$ cat config.mk
export PLATFORM = sky130hd
export DESIGN_NAME = serial_subtractor
export DESIGN_NICKNAME = d
export VERILOG_FILES = /design/src/rtl/serial_sub_pkg.sv /design/src/rtl/one_bit_subtractor.sv /design/src/rtl/serial_subtractor.sv
export SDC_FILE = /design/constraint.sdc
export NUM_CORES = 1
export LEC_CHECK = 0
export BUFFER_PORTS_ARGS = -buffer_cell sky130_fd_sc_hd__buf_2
export CAP_MARGIN = 20
export CORE_MARGIN = 1.5
export CORE_UTILIZATION = 52
export CTS_CLUSTER_DIAMETER = 100
export DETAILED_ROUTE_END_ITERATION = 6
export PLACE_DENSITY = 0.84
export SYNTH_ARGS = -nofsm -noshare
export SYNTH_HDL_FRONTEND = slang
export SYNTH_HIERARCHICAL = 1
export SYNTH_SLANG_ARGS = --single-unit
$ cat constraint.sdc
create_clock -name clk -period 2.8 [get_ports clk]
set_clock_uncertainty 0.15 [all_clocks]
set_input_delay 0.14 -clock clk [delete_from_list [all_inputs] [get_ports clk]]
set_output_delay 0.14 -clock clk [all_outputs]
set_load 0.01 [all_outputs]
$ cat src/rtl/serial_sub_pkg.sv
// Shared types and constants for the bit-serial subtractor.
// Holds the FSM state encoding, default width and counter sizing helper.
package serial_sub_pkg;

  localparam int SERIAL_SUB_WIDTH_DEF = 4;

  typedef enum logic [1:0] {
    IDLE  = 2'd0,
    SHIFT = 2'd1,
    DONE  = 2'd2
  } sub_state_e;

  // Bit counter width; never narrower than one bit.
  function automatic int cnt_width(input int w);
    if (w > 1) return $clog2(w);
    return 1;
  endfunction

endpackage

$ cat src/rtl/one_bit_subtractor.sv
// Single-bit full subtractor: D = A - B - Bin.
// Bout is set when the bit position has to borrow from the next one.
module one_bit_subtractor (
  input  logic A,
  input  logic B,
  input  logic Bin,
  output logic D,
  output logic Bout
);

  // Difference and borrow of one bit position.
  always_comb begin
    D    = A ^ B ^ Bin;
    Bout = (~A & B) | (~(A ^ B) & Bin);
  end

endmodule

$ cat src/rtl/serial_subtractor.sv
// Bit-serial unsigned subtractor, LSB first, one bit per clock.
// Define SERIAL_SUB_SIGN_MAG_EN for a sign/magnitude result.
module serial_subtractor
  import serial_sub_pkg::*;
#(
  parameter int WIDTH = SERIAL_SUB_WIDTH_DEF
) (
  input  logic             clk,
  input  logic             rst,
  input  logic             start,
  input  logic [WIDTH-1:0] a,
  input  logic [WIDTH-1:0] b,
  output logic [WIDTH-1:0] diff,
  output logic             borrow_out,
  output logic             busy,
  output logic             done
);

  localparam int CW = cnt_width(WIDTH);
  localparam logic [CW-1:0] LAST = CW'(WIDTH - 1);
  localparam logic [CW-1:0] CNT_ONE = CW'(1);
  localparam logic [WIDTH-1:0] ONE = WIDTH'(1);

  sub_state_e state_q, state_d;

  logic [WIDTH-1:0] a_q, a_d;
  logic [WIDTH-1:0] b_q, b_d;
  logic [WIDTH-1:0] diff_q, diff_d;
  logic [CW-1:0]    cnt_q, cnt_d;
  logic             bor_q, bor_d;
  logic             borrow_out_q, borrow_out_d;
  logic             busy_q, busy_d;
  logic             done_q, done_d;

  logic bit_d;
  logic bit_bout;

  one_bit_subtractor u_bit (
    .A    (a_q[cnt_q]),
    .B    (b_q[cnt_q]),
    .Bin  (bor_q),
    .D    (bit_d),
    .Bout (bit_bout)
  );

  // State and datapath registers with synchronous reset.
  always_ff @(posedge clk) begin
    if (rst) begin
      state_q      <= IDLE;
      a_q          <= '0;
      b_q          <= '0;
      diff_q       <= '0;
      cnt_q        <= '0;
      bor_q        <= 1'b0;
      borrow_out_q <= 1'b0;
      busy_q       <= 1'b0;
      done_q       <= 1'b0;
    end else begin
      state_q      <= state_d;
      a_q          <= a_d;
      b_q          <= b_d;
      diff_q       <= diff_d;
      cnt_q        <= cnt_d;
      bor_q        <= bor_d;
      borrow_out_q <= borrow_out_d;
      busy_q       <= busy_d;
      done_q       <= done_d;
    end
  end

  // Next-state and datapath updates; busy also covers the done cycle.
  always_comb begin
    state_d      = state_q;
    a_d          = a_q;
    b_d          = b_q;
    diff_d       = diff_q;
    cnt_d        = cnt_q;
    bor_d        = bor_q;
    borrow_out_d = borrow_out_q;
    busy_d       = busy_q;
    done_d       = 1'b0;
    unique case (state_q)
      IDLE: begin
        busy_d = 1'b0;
        if (start && !busy_q) begin
          a_d          = a;
          b_d          = b;
          bor_d        = 1'b0;
          cnt_d        = '0;
          diff_d       = '0;
          borrow_out_d = 1'b0;
          busy_d       = 1'b1;
          state_d      = SHIFT;
        end
      end
      SHIFT: begin
        diff_d[cnt_q] = bit_d;
        bor_d         = bit_bout;
        if (cnt_q == LAST) begin
          state_d = DONE;
        end else begin
          cnt_d = cnt_q + CNT_ONE;
        end
      end
      DONE: begin
        done_d       = 1'b1;
        busy_d       = 1'b1;
        borrow_out_d = bor_q;
`ifdef SERIAL_SUB_SIGN_MAG_EN
        if (bor_q) begin
          diff_d = ~diff_q + ONE;
        end
`else
        diff_d = diff_q & ~(ONE & '0);
`endif
        state_d = IDLE;
      end
      default: begin
        state_d = IDLE;
      end
    endcase
  end

  assign diff       = diff_q;
  assign borrow_out = borrow_out_q;
  assign busy       = busy_q;
  assign done       = done_q;

endmodule

* Word-level counts from Yosys, hierarchy flattened *
Cells that the tools add are included.

cells by class
  add/sub/neg operators = 1
  $lt $le $gt $ge = 2
  eq/ne operators = 6
  muxes and demuxes = 21
  bitwise gates (word level) = 7
  reductions and logical operators = 11

operators by type and width
  kind                 count
  $mux 2               4
  $pmux 2 s2           2
  $pmux 4 s2           1
  $reduce_and 2->1     4
  $mux 1               6
  $ne 2x2->1 const B   3
  $pmux 1 s2           3
  $bmux 1 s2           2
  $bwmux 4             1
  $eq 2x2->1 const B   2
  $mux 4               1
  $reduce_bool 2->1    2
  $lt 2x3->1 const B   1
  $reduce_and 3->1     1
  $add 2x1->2 const B  1
  $and 1x1->1          2
  $demux 1 s2          1
  $eq 2x1->1 const B   1
  $ge 2x1->1 const B   1
  $logic_and 1x1->1    2
  $logic_not 2->1      1
  $not 1->1            2
  $xor 1x1->1          2
  $logic_not 1->1      1
  $or 1x1->1           1

storage, ports and cells
  register bits = 20
  input bits = 11
  output and inout port bits = 7
  word-level logic and storage cells = 57

* Logic depth before layout (Yosys ltp) *
  depth after elaboration = 7
  gate-level depth with buffers = 6
  gate-level depth less buffers = 6

* Hierarchy *
The synthesis kept the hierarchy.

by module, submodules not included
  module              instances  cells an instance  area each (µm²)  seq. area each (µm²)
  serial_subtractor   1          98                 910.9            400.4
  one_bit_subtractor  1          4                  31.3             0.0

* Least setup slack after synthesis *
No wires, ideal clock.

  kind = register -> register
  from = register cnt_q[0]
  to = register diff_q[0], in the netlist diff[0]
  library setup time = 0.071 ns
  arrival = 1.764 ns
  setup slack = 0.814 ns
  cell stages (with the launch flop) = 5
  period minus slack after synthesis = 1.986 ns
  cells stage by stage = dfxtp_1 > mux4_2 > fa_1 > nand3_1 > a21oi_1

on the way
  word-level cells in the longest chain between the ends = 6
  elaborated cells between the ends (all ways) = 13

RTL lines
  item                           RTL line                                          text
  from (decl)                    serial_subtractor.sv:29                           logic [CW-1:0] cnt_q, cnt_d;
  from (signal assigned)         serial_subtractor.sv:63                           cnt_q <= cnt_d;
  $bmux 1 s2 (on tied branches)  serial_subtractor.sv:39, serial_subtractor.sv:40
  $mux 1 (on tied branches)      serial_subtractor.sv:39, serial_subtractor.sv:40
  $xor 1x1->1 * (2 in series)    one_bit_subtractor.sv:13                          D = A ^ B ^ Bin;
  net bit_d                      serial_subtractor.sv:35                           logic bit_d;
  $bwmux 4 *                     serial_subtractor.sv:97                           diff_d[cnt_q] = bit_d;
  $pmux 4 s2 *                   serial_subtractor.sv:82                           unique case (state_q)
  to (signal assigned)           serial_subtractor.sv:62                           diff_q <= diff_d;
  to (decl)                      serial_subtractor.sv:28                           logic [WIDTH-1:0] diff_q, diff_d;

The timed path passes the listed nets; every way through them passes the cells marked *. The select of a mux whose other input is x is not followed.
A chain may end at the register's enable or synchronous reset.

* Worst setup path after layout *
  from = register cnt_q[0]
  to = register diff_q[3], in the netlist diff[3]

The elaborated chain is that of the path after synthesis.

==> impl_metrics.sql <==
INSERT INTO impl_metrics (metric_group, metric, value, unit) VALUES
('status', 'result_of_the_run', 'finished clean', ''),
('logic_synthesis', 'ys_top_cells_by_count', 'sky130_fd_sc_hd__dfxtp_1 (20), sky130_fd_sc_hd__nand2_1 (18), sky130_fd_sc_hd__a21oi_1 (15)', ''),
('clock_network', 'cts_max_level', '1', ''),
('routing', 'postRouteAntennaNets', '0', ''),
('sta', 'report.final.setup_viol', '0', ''),
('power', 'power.sequential.fraction', '58.3', '%'),
('grt', 'first_pass_grt_wire_length', '2800', 'um'),
('logic_synthesis', 'post_synth_arst_share', '0', '%'),
('routing', 'drc', '0', ''),
('cells_and_area', 'finish.net_count', '143', ''),
('cells_and_area', 'area_of_the_multi_input_gates', '475', 'um2'),
('power', 'ir_worst_vdd', '0.000324', 'V'),
('routing', 'routed_wl', '1720', 'um'),
('power', 'share_of_total_power_in_the_clock_network', '24.2', '%'),
('grt', 'grt_overflow_total', '0', ''),
('power', 'total_leakage_power', '0.445', 'nW'),
('sta', 'tns', '0', 'ps'),
('logic_synthesis', 'synth_area_leader_cell', 'sky130_fd_sc_hd__dfxtp_1', ''),
('die', 'dieHeight', '45.6', 'um'),
('sta', 'worst-slew-pin-transition', '443', 'ps'),
('logic_synthesis', 'count_leader_synth', 'sky130_fd_sc_hd__dfxtp_1', ''),
('cells_and_area', 'register_area', '400', 'um2'),
('die', 'die_x', '45.6', 'um'),
('cells_and_area', 'fill_count', '146', ''),
('sta', 'final-max-slew-violation-count', '0', ''),
('flow_run', 'max-cap-violations', '0', ''),
('critical_path', 'cp_max_fo', '6', ''),
('sta', 'max_freq', '0.473', 'GHz'),
('cells_and_area', 'layout-drive-gt1-share', '22.4', '%'),
('clock_network', 'cts_tree', 'built', ''),
('routing', 'drt_first_iter_violations', '18', ''),
('critical_path', 'timing.setup.critical_path_class', 'flop to flop', ''),
('placed_design', 'routabilityCongestion', '0.767', ''),
('power', 'switching_power', '144', 'uW'),
('logic_synthesis', 'count_of_yosys_warnings_during_synthesis', '6', ''),
('placed_design', 'port_buffers', '17', ''),
('logic_synthesis', 'syn-cell-area', '942', 'um2'),
('logic_synthesis', 'postSynthAreaPerCell', '9.24', 'um2'),
('sta', 'final_report_hold_violation_count', '0', ''),
('logic_synthesis', 'synth.area.top_cells', 'sky130_fd_sc_hd__dfxtp_1 (42%), sky130_fd_sc_hd__a21oi_1 (8.0%), sky130_fd_sc_hd__nand2_1 (7.2%), sky130_fd_sc_hd__nand3b_1 (5.6%), sky130_fd_sc_hd__ha_1 (5.3%)', ''),
('routing', 'wl_per_cell', '11.5', 'um'),
('power', 'total_power', '541', 'uW'),
('cells_and_area', 'area_growth_syn_to_fin', '19.7', '%'),
('clock_network', 'max-clock-path-buffers', '2', ''),
('clock_network', 'cts-resized-gates', '0', ''),
('die', 'initial_utilization', '55.2', '%'),
('grt', 'grt_antenna_before_repair', '0', ''),
('routing', 'via_count', '762', ''),
('sta', 'finalCritPeriodShare', '75.4', '%'),
('sta', 'layout_min_cycle_time', '2110', 'ps'),
('logic_synthesis', 'synth_ff_type', 'sky130_fd_sc_hd__dfxtp_1', ''),
('critical_path', 'startpoint_kind_of_the_worst_setup_timing_path', 'flop', ''),
('logic_synthesis', 'synth_edf_count', '0', ''),
('min_path', 'holdCritPathClass', 'input port to flop', ''),
('sta', 'rsz_0062_raised_after_global_routing', 'no', ''),
('grt', 'first_global_vias', '694', ''),
('logic_synthesis', 'area_share_of_the_largest_cell_type_after_synthesis', '42.5', '%'),
('routing', 'routed_via_density', '5.08', ''),
('clock_network', 'clk_root_buffer_cell', 'sky130_fd_sc_hd__clkbuf_4', ''),
('routing', 'dr.pass1.iters', '4', ''),
('die', 'core.rowCount', '15', ''),
('sta', 'worst_slew_margin_rel', '70.4', '%'),
('logic_synthesis', 'postSynthRegisterBits', '20', ''),
('clock_network', 'worst_skew_pair.late_latency', '300', 'ps'),
('critical_path', 'crit_path_end_kind', 'flop', ''),
('power', 'switching_share', '26.6', '%'),
('clock_network', 'cts_sinks', '20', ''),
('critical_path', 'data_required_time_at_the_worst_endpoint', '2880', 'ps'),
('power', 'pwr_density_cell', '480', 'nW/um2'),
('grt', 'largest_net_degree_at_the_start_of_global_routing', '21', ''),
('die', 'fp.coreArea', '1710', 'um2');
[cells in the final DEF (no fill, tap or decap)]
cell type and count:
sky130_fd_sc_hd__a21oi_1 15, sky130_fd_sc_hd__a21oi_2 2, sky130_fd_sc_hd__a221oi_1 1, sky130_fd_sc_hd__buf_2 17, sky130_fd_sc_hd__clkbuf_4 3, sky130_fd_sc_hd__dfxtp_1 20
sky130_fd_sc_hd__dlygate4sd3_1 9, sky130_fd_sc_hd__fa_1 1, sky130_fd_sc_hd__ha_1 4, sky130_fd_sc_hd__inv_1 6, sky130_fd_sc_hd__mux4_2 2, sky130_fd_sc_hd__nand2_1 18
sky130_fd_sc_hd__nand2b_1 2, sky130_fd_sc_hd__nand3_1 10, sky130_fd_sc_hd__nand3_2 1, sky130_fd_sc_hd__nand3b_1 7, sky130_fd_sc_hd__nor2_1 3, sky130_fd_sc_hd__nor2b_1 1
sky130_fd_sc_hd__nor4b_4 1, sky130_fd_sc_hd__or3b_4 1, sky130_fd_sc_hd__or4b_4 1
[stage by stage]
step / util, % / instances / hold WS, ps / cell area (um2) / setup slack, ps
after detailed placement: 59.4 / 138 / 239 / 1010 / 693
after global placement: 59.4 / 138 / 230 / 1010 / 763
after CTS: 66.0 / 150 / 80.9 / 1130 / 671
after floorplan: - / 102 / 126 / 942 / 814
final: 66.0 / 150 / 80.1 / 1130 / 688
after global routing: 66.0 / 150 / 102 / 1130 / 581
[area by class of cell]
cell class | count | area share [%]
Clock buffer | 3 | 2.00
Inverter | 6 | 2.00
Multi-Input combinational cell | 70 | 42.2
Sequential cell | 20 | 35.5
Tap cell | 25 | 2.77
Timing Repair Buffer | 26 | 15.5
[final timing paths]
| check | start | end | slack (ps) | cells after the start |
|---|---|---|---|---|
| max | cnt_q[0] | diff[3] | 690 | 4 |
| min | rst | done | 80 | 2 |
| max reg2reg | cnt_q[0] | diff[3] | 690 | 4 |
| min reg2reg | b_q[0] | b_q[0] | 320 | 2 |
[power groups by stage]
| stage | clock network (mW) | logic, mW | registers, mW |
|---|---|---|---|
| floorplan | 0 | 0.0755 | 0.316 |
| global placement | 0 | 0.0827 | 0.321 |
| detailed placement | 0 | 0.0851 | 0.322 |
| CTS | 0.135 | 0.0949 | 0.315 |
| global route | 0.147 | 0.105 | 0.318 |
| finish | 0.131 | 0.0946 | 0.315 |
[metal layers]
metal | up-vias | track usage (%) | wire length [um]
met5 | - | 0 | 0
met4 | 0 | 8.82 | 38
met3 | 5 | 2.38 | 45
met2 | 17 | 31.8 | 862
met1 | 346 | 23.3 | 771
li1 | 394 | - | -
[flip-flops by register name, indices dropped and copies added, names as in the netlist]
| signal | cells |
|---|---|
| busy | 1 |
| bor_q | 1 |
| borrow_out | 1 |
| a_q | 4 |
| done | 1 |
| b_q | 4 |
| cnt_q | 2 |
| state_q | 2 |
| diff | 4 |
[repair_timing]
action | in CTS | in global routing
setup buffers | 0 | 0
hold buffers | 9 | 0
hold endpoints to repair | 9 | 0
[cells by family (layout without fill, tap and decap cells)]
family / count (synthesis) / in the layout / synth area share [%]
flip-flops: 20 / 20 / 42.5
multiplexers: 2 / 2 / 4.78
adder cells (fa/ha/maj): 5 / 5 / 7.44
AO/OA/AOI/OAI: 18 / 18 / 10.8
AND/OR/NAND/NOR: 45 / 45 / 27.5
buffers and inverters: 12 / 35 / 7.04
[worst max-delay path: stages, from the launching register on]
cell                      delay [ps]
sky130_fd_sc_hd__dfxtp_1         490
sky130_fd_sc_hd__mux4_2          560
sky130_fd_sc_hd__fa_1            610
sky130_fd_sc_hd__nand3_1         100
sky130_fd_sc_hd__a21oi_1         140
(Power assumes the default switching activity.)
